**config.mk**
```make
export PLATFORM = sky130hd
export DESIGN_NAME = btb_predictor
export DESIGN_NICKNAME = d
export VERILOG_FILES = /design/src/rtl/btb_pkg.sv /design/src/rtl/sat_counter2.sv /design/src/rtl/btb_predictor.sv
export SDC_FILE = /design/constraint.sdc
export NUM_CORES = 2
export LEC_CHECK = 0
export CAP_MARGIN = 40
export CORE_MARGIN = 1.5
export CORE_UTILIZATION = 58
export DETAILED_ROUTE_END_ITERATION = 10
export GPL_TIMING_DRIVEN = 0
export PLACE_DENSITY = 0.76
export SLEW_MARGIN = 20
export SYNTH_ARGS = -nofsm -noshare
export SYNTH_HDL_FRONTEND = slang
export SYNTH_SLANG_ARGS = --single-unit
```
**constraint.sdc**
```tcl
create_clock -name CLK -period 5.2 [get_ports CLK]
set_clock_uncertainty 0.15 [all_clocks]
set_input_delay 0.52 -clock CLK [delete_from_list [all_inputs] [get_ports CLK]]
set_output_delay 0.52 -clock CLK [all_outputs]
set_load 0.01 [all_outputs]
```
**src/rtl/btb_pkg.sv**
```systemverilog
`default_nettype none
// btb_pkg -- direction-counter encodings and saturating step functions shared by the BTB.  rev 1.0
package btb_pkg;

   localparam logic [1:0] SN = 2'b00;
   localparam logic [1:0] WN = 2'b01;
   localparam logic [1:0] WT = 2'b10;
   localparam logic [1:0] ST = 2'b11;

   localparam logic [1:0] CTR_INIT  = WT;
   localparam logic [1:0] CTR_RESET = WN;

   function automatic logic [1:0] ctr_inc_sat(input logic [1:0] c);
      return (c == ST) ? ST : c + 2'd1;
   endfunction

   function automatic logic [1:0] ctr_dec_sat(input logic [1:0] c);
      return (c == SN) ? SN : c - 2'd1;
   endfunction

endpackage
`default_nettype wire

```
**src/rtl/sat_counter2.sv**
```systemverilog
`default_nettype none
// sat_counter2 -- next state of a 2-bit saturating direction counter.  rev 1.0
module sat_counter2
   import btb_pkg::*;
(
   input  logic [1:0] cur,
   input  logic       taken,
   output logic [1:0] nxt
);

   assign nxt = taken ? ctr_inc_sat(cur) : ctr_dec_sat(cur);

endmodule
`default_nettype wire

```
**src/rtl/btb_predictor.sv**
```systemverilog
`default_nettype none
// btb_predictor -- direct-mapped BTB with 2-bit direction counters, ID-stage
// update path, mispredict report and saturating hit/mispredict statistics.  rev 1.0
module btb_predictor
   import btb_pkg::*;
#(
   parameter int ADDR_W  = 32,
   parameter int INDEX_W = 4,
   parameter int STAT_W  = 16
) (
   input  logic              CLK,
   input  logic              RESET,
   input  logic [ADDR_W-1:0] IF_PC,
   output logic              Pred_hit,
   output logic              Pred_taken,
   output logic [ADDR_W-1:0] Pred_target,
   input  logic              Upd_valid,
   input  logic [ADDR_W-1:0] Upd_pc,
   input  logic              Upd_taken,
   input  logic [ADDR_W-1:0] Upd_target,
   input  logic              Upd_pred_taken,
   input  logic [ADDR_W-1:0] Upd_pred_target,
   output logic              Mispredict,
   input  logic              Flush_all,
   output logic [STAT_W-1:0] Hit_cnt,
   output logic [STAT_W-1:0] Mispred_cnt
);

   localparam int ENTRIES = 2**INDEX_W;
   localparam int TAG_W   = ADDR_W - INDEX_W - 2;

   logic [ENTRIES-1:0] valid;
   logic [TAG_W-1:0]   tag_mem    [ENTRIES];
   logic [ADDR_W-1:0]  target_mem [ENTRIES];
   logic [1:0]         ctr_mem    [ENTRIES];

   logic [INDEX_W-1:0] lk_idx;
   logic [TAG_W-1:0]   lk_tag;
   logic [INDEX_W-1:0] up_idx;
   logic [TAG_W-1:0]   up_tag;
   logic               up_hit;
   logic [1:0]         ctr_nxt;
   logic               unused_lsbs;

   // Byte offset within the word never reaches the table.
   assign unused_lsbs = ^{IF_PC[1:0], Upd_pc[1:0]};

   assign lk_idx = IF_PC[INDEX_W+1:2];
   assign lk_tag = IF_PC[ADDR_W-1:INDEX_W+2];
   assign up_idx = Upd_pc[INDEX_W+1:2];
   assign up_tag = Upd_pc[ADDR_W-1:INDEX_W+2];

   assign Pred_hit    = valid[lk_idx] && (tag_mem[lk_idx] == lk_tag);
   assign Pred_taken  = Pred_hit && ctr_mem[lk_idx][1];
   assign Pred_target = Pred_hit ? target_mem[lk_idx] : '0;

   assign Mispredict = Upd_valid &&
                       ((Upd_taken != Upd_pred_taken) ||
                        (Upd_taken && (Upd_target != Upd_pred_target)));

   assign up_hit = valid[up_idx] && (tag_mem[up_idx] == up_tag);

   sat_counter2 u_ctr (
      .cur   (ctr_mem[up_idx]),
      .taken (Upd_taken),
      .nxt   (ctr_nxt)
   );

   // Lookup reads the pre-edge table, so a same-index update shows up one cycle later.
   always_ff @(posedge CLK or negedge RESET) begin
      if (!RESET) begin
         valid <= '0;
         for (int i = 0; i < ENTRIES; i++) begin
            tag_mem[i]    <= '0;
            target_mem[i] <= '0;
            ctr_mem[i]    <= CTR_RESET;
         end
      end else if (Flush_all) begin
         valid <= '0;
      end else if (Upd_valid) begin
         if (up_hit) begin
            ctr_mem[up_idx] <= ctr_nxt;
            if (Upd_taken) begin
               target_mem[up_idx] <= Upd_target;
            end
         end else if (Upd_taken) begin
            valid[up_idx]      <= 1'b1;
            tag_mem[up_idx]    <= up_tag;
            target_mem[up_idx] <= Upd_target;
            ctr_mem[up_idx]    <= CTR_INIT;
         end
      end
   end

   always_ff @(posedge CLK or negedge RESET) begin
      if (!RESET) begin
         Hit_cnt     <= '0;
         Mispred_cnt <= '0;
      end else begin
         if (Pred_hit && (Hit_cnt != '1)) begin
            Hit_cnt <= Hit_cnt + STAT_W'(1);
         end
         if (Mispredict && (Mispred_cnt != '1)) begin
            Mispred_cnt <= Mispred_cnt + STAT_W'(1);
         end
      end
   end

endmodule
`default_nettype wire

```
==> out/metrics.cfg <==
[hold_path]
worstHoldStart=Upd_target[13]
worst_hold_path_type=input pin to flip-flop
hold_path_depth=3
hold_end=target_mem[45]$_DFFE_PN0P_

[sta]
final.setup.worst_slack_ns=-0.136
maxSlewHeadroom_pct=35.1
final_max_slew_viol_count=0
tightest_slew_ns=0.972
min_period_over_period_pct=103
setup_viol=47
hold_violations=0
fin_crit_ns=5.34
fmax_mhz=187

[critical_path]
cp_cell_sequence=clkdlybuf4s50_1 -> clkbuf_4 -> buf_4 -> buf_4 -> buf_4 -> mux2i_2 -> a2bb2oi_1 -> o211ai_1 -> o41ai_1 -> or4b_1 -> nor3b_4 -> buf_12 -> buf_6 -> nor2_2 -> buf_8 -> buf_6 -> mux2_1
crit_path_end_kind=flip-flop
critPathLaunchType=input pin
rr_startpoint=tag_mem[319]$_DFFE_PN0P_
path_common_cell=buf_4
crit_slowest_cell=or4b_1
required_ns=5.65
rr_endpoint=tag_mem[205]$_DFFE_PN0P_
cp_max_fo=10
cpPeakStageDelay_ns=0.63
worstSetupPathType=input pin to flip-flop
rr_worst_depth=13
arrival_ns=5.78
reg2reg_slack_ns=0.70

[cts]
cts_root_buf=clkbuf_16
clk_pin_slew_ns=0.06
clk_path_buf_depth=3
insertion_delay_ns=0.73
cts_tree=built
clock-sinks=1008
cts_made_buffers=105
cts-htree-levels=3

[pwr]
power_leakage_nw=28.5
p_per_area_mw_per_mm2=357
vdd_drop_max_uv=329

[route]
vias=38800
antenna_left=0
totalWireLength_mm=171
dr.first_iter.drc_count=5178
via_per_inst=6.65
wl_per_cell_um=29.3
drc=0
firstDrtPassIters=6

[placement]
place.gp.congestion=0.998
pre_cts_ws_ns=-1.50
dp_hpwl_mm=117
dpl.cell_count=5620
numPortBuffers=144

[grt]
grt_pass1_wl_mm=254
track_usage_pct=38.5
antenna_found_initial=7
grt_overflow=0
grt_max_degree=144
grt_pass1_vias=39100

[synthesis]
avgSynthCellArea_um2=12.0
synth-seq-cells=1008
yosys.cell_types.count=72
syn-cell-area_mm2=0.0513
async_flop_share_pct=100
synth_flop_cell=dfrtp_1
synth_edf_count=0
seq_area_frac_synth_pct=49.2
synthesis.nets=4403
synth_cells=4267
synth_warnings=0

[cells_and_area]
most-common-layout-cells=1242 x nand2_1, 992 x dfrtp_1, 373 x mux2_2
nNetsFinal=4726
final_common_cell=nand2_1
fin_cells=5839
area_growth_pct=16.1
nFillCells=6130
layout-drive-gt1-share_pct=25.3

[flow_run]
max_cap_viol_count=0

[floorplan]
fp-row-count=108
fp.dieW_um=300
fp.dieH_um=300
core-area_mm2=0.0872
io_pins=201
start_util_pct=58.8
fp.dieArea_mm2=0.0902

[run_status]
status=complete, but fails checks
failed_checks=setup timing

registers in the layout (all words and copies together) (netlist names):
register     cells
valid           16
Hit_cnt         16
target_mem     512
tag_mem        416
Mispred_cnt     16
ctr_mem         32
how the worst max path moves through the flow:
stage | startpoint | end | slack (ns) | cells past startpoint
floorplan | IF_PC[2] | Pred_taken | 0.76 | 11
global placement | RESET | target_mem[454]$_DFFE_PN0P_ | -42.03 | 1
detailed placement | IF_PC[4] | Pred_target[5] | -1.50 | 14
CTS | Upd_pc[3] | tag_mem[307]$_DFFE_PN0P_ | 0.004 | 18
global route | Upd_pc[5] | tag_mem[309]$_DFFE_PN0P_ | -0.01 | 18
finish | Upd_pc[5] | tag_mem[205]$_DFFE_PN0P_ | -0.14 | 17
cells by family (layout without fill, tap and decap cells):
group,count (synthesis),count (layout),share of synthesized area [%]
AND/OR/NAND/NOR,1499,1499,11.8
multiplexers,1064,1064,30.8
flip-flops,1008,1008,49.2
buffers and inverters,385,796,3.42
AO/OA/AOI/OAI,190,190,2.65
XOR/XNOR,117,117,2.00
adder cells (fa/ha/maj),4,4,0.0878
other,0,6,0
layer usage:
metal  global-route usage (%)  vias up  routed length (µm)  share of wire (%)
met1                     51.6    19800               63100                 37
met4                     21.6        4               11200                6.6
li1                         -    15700                   -                  -
met2                     55.5     2705               74800                 44
met3                     12.8      632               21700                 13
met5                    0.265        -                  23              0.013
per-stage QoR:
stage	hold WS [ns]	util, %	TNS, ns	instance area [µm²]	total power (W)
2_1_floorplan	0.0744	-	0	51300	0.0116
3_3_place_gp	0.302	62.1	-	54200	0.0128
3_5_place_dp	0.285	63.1	-599.58	55000	0.0129
4_1_cts	0.00640	67.9	0	59200	0.0211
5_1_grt	0.0334	68.3	-0.0236	59500	0.0219
6_report	0.0107	68.3	-2.53	59500	0.0213
power by group:
group / switching, W / internal (W) / total [W]
Combinational: 0.00175 / 0.00171 / 0.00346
Clock: 0.00337 / 0.00491 / 0.00828
Sequential: 0.000701 / 0.00885 / 0.00955
synth_stat cells (4+ instances only):
library cell	number	area, µm²
and2_1	8	50.1
and4_1	4	35.0
xnor2_1	47	412
and3_1	45	282
buf_1	22	82.6
a221oi_1	6	52.6
nand2b_1	6	37.5
clkbuf_1	252	946
a311oi_1	11	96.3
a22oi_1	29	218
inv_1	19	71.3
buf_2	45	225
mux2_1	191	2150
a2111oi_0	4	35.0
nand2_1	1244	4670
nand4_1	18	113
dfstp_2	16	420
a22o_1	8	70.1
nor2_1	77	289
mux4_2	354	7970
mux2i_1	146	1460
o21ai_0	18	90.1
a21o_1	27	203
nand3_1	28	140
nor2_2	9	56.3
o221ai_1	5	43.8
buf_6	24	270
dfrtp_1	992	24800
o22ai_1	17	106
a31oi_1	17	106
a21oi_1	20	100
buf_4	19	143
xor2_1	70	613
nor4_1	12	75.1
o32ai_1	4	35.0
mux2_2	373	4200
nor3_1	20	100
nor2b_1	11	68.8
layout make-up:
| class | count | area [µm²] | area share, % |
|---|---|---|---|
| flip-flops and latches | 1008 | 25200 | 42.4 |
| multi-input cells | 2874 | 24600 | 41.4 |
| repair buffers | 219 | 2410 | 4.04 |
| clock inverters | 48 | 747 | 1.25 |
| inverters | 22 | 85.1 | 0.143 |
| diodes | 6 | 15.0 | 0.0252 |
| well taps | 1155 | 1450 | 2.43 |
| clock buffers | 147 | 3060 | 5.13 |
| plain buffers | 360 | 1920 | 3.22 |
critical path: cells and delay by family:
family,cells,cell delay (ns)
AOI/OAI and AO/OA,3,0.77
buffers and inverters,9,2.57
muxes,2,0.79
and+or+nand+nor,3,1.04
repair_timing:
item | CTS | global route
endpoints found under the hold margin | 99 | 0
buffers inserted | 4 | 10
pin swaps | 3 | 7
hold buffers | 1 | 0
resized for setup | 116 | 63
setup endpoints to repair | 488 | 377
Power figures use the tool's default switching activity.
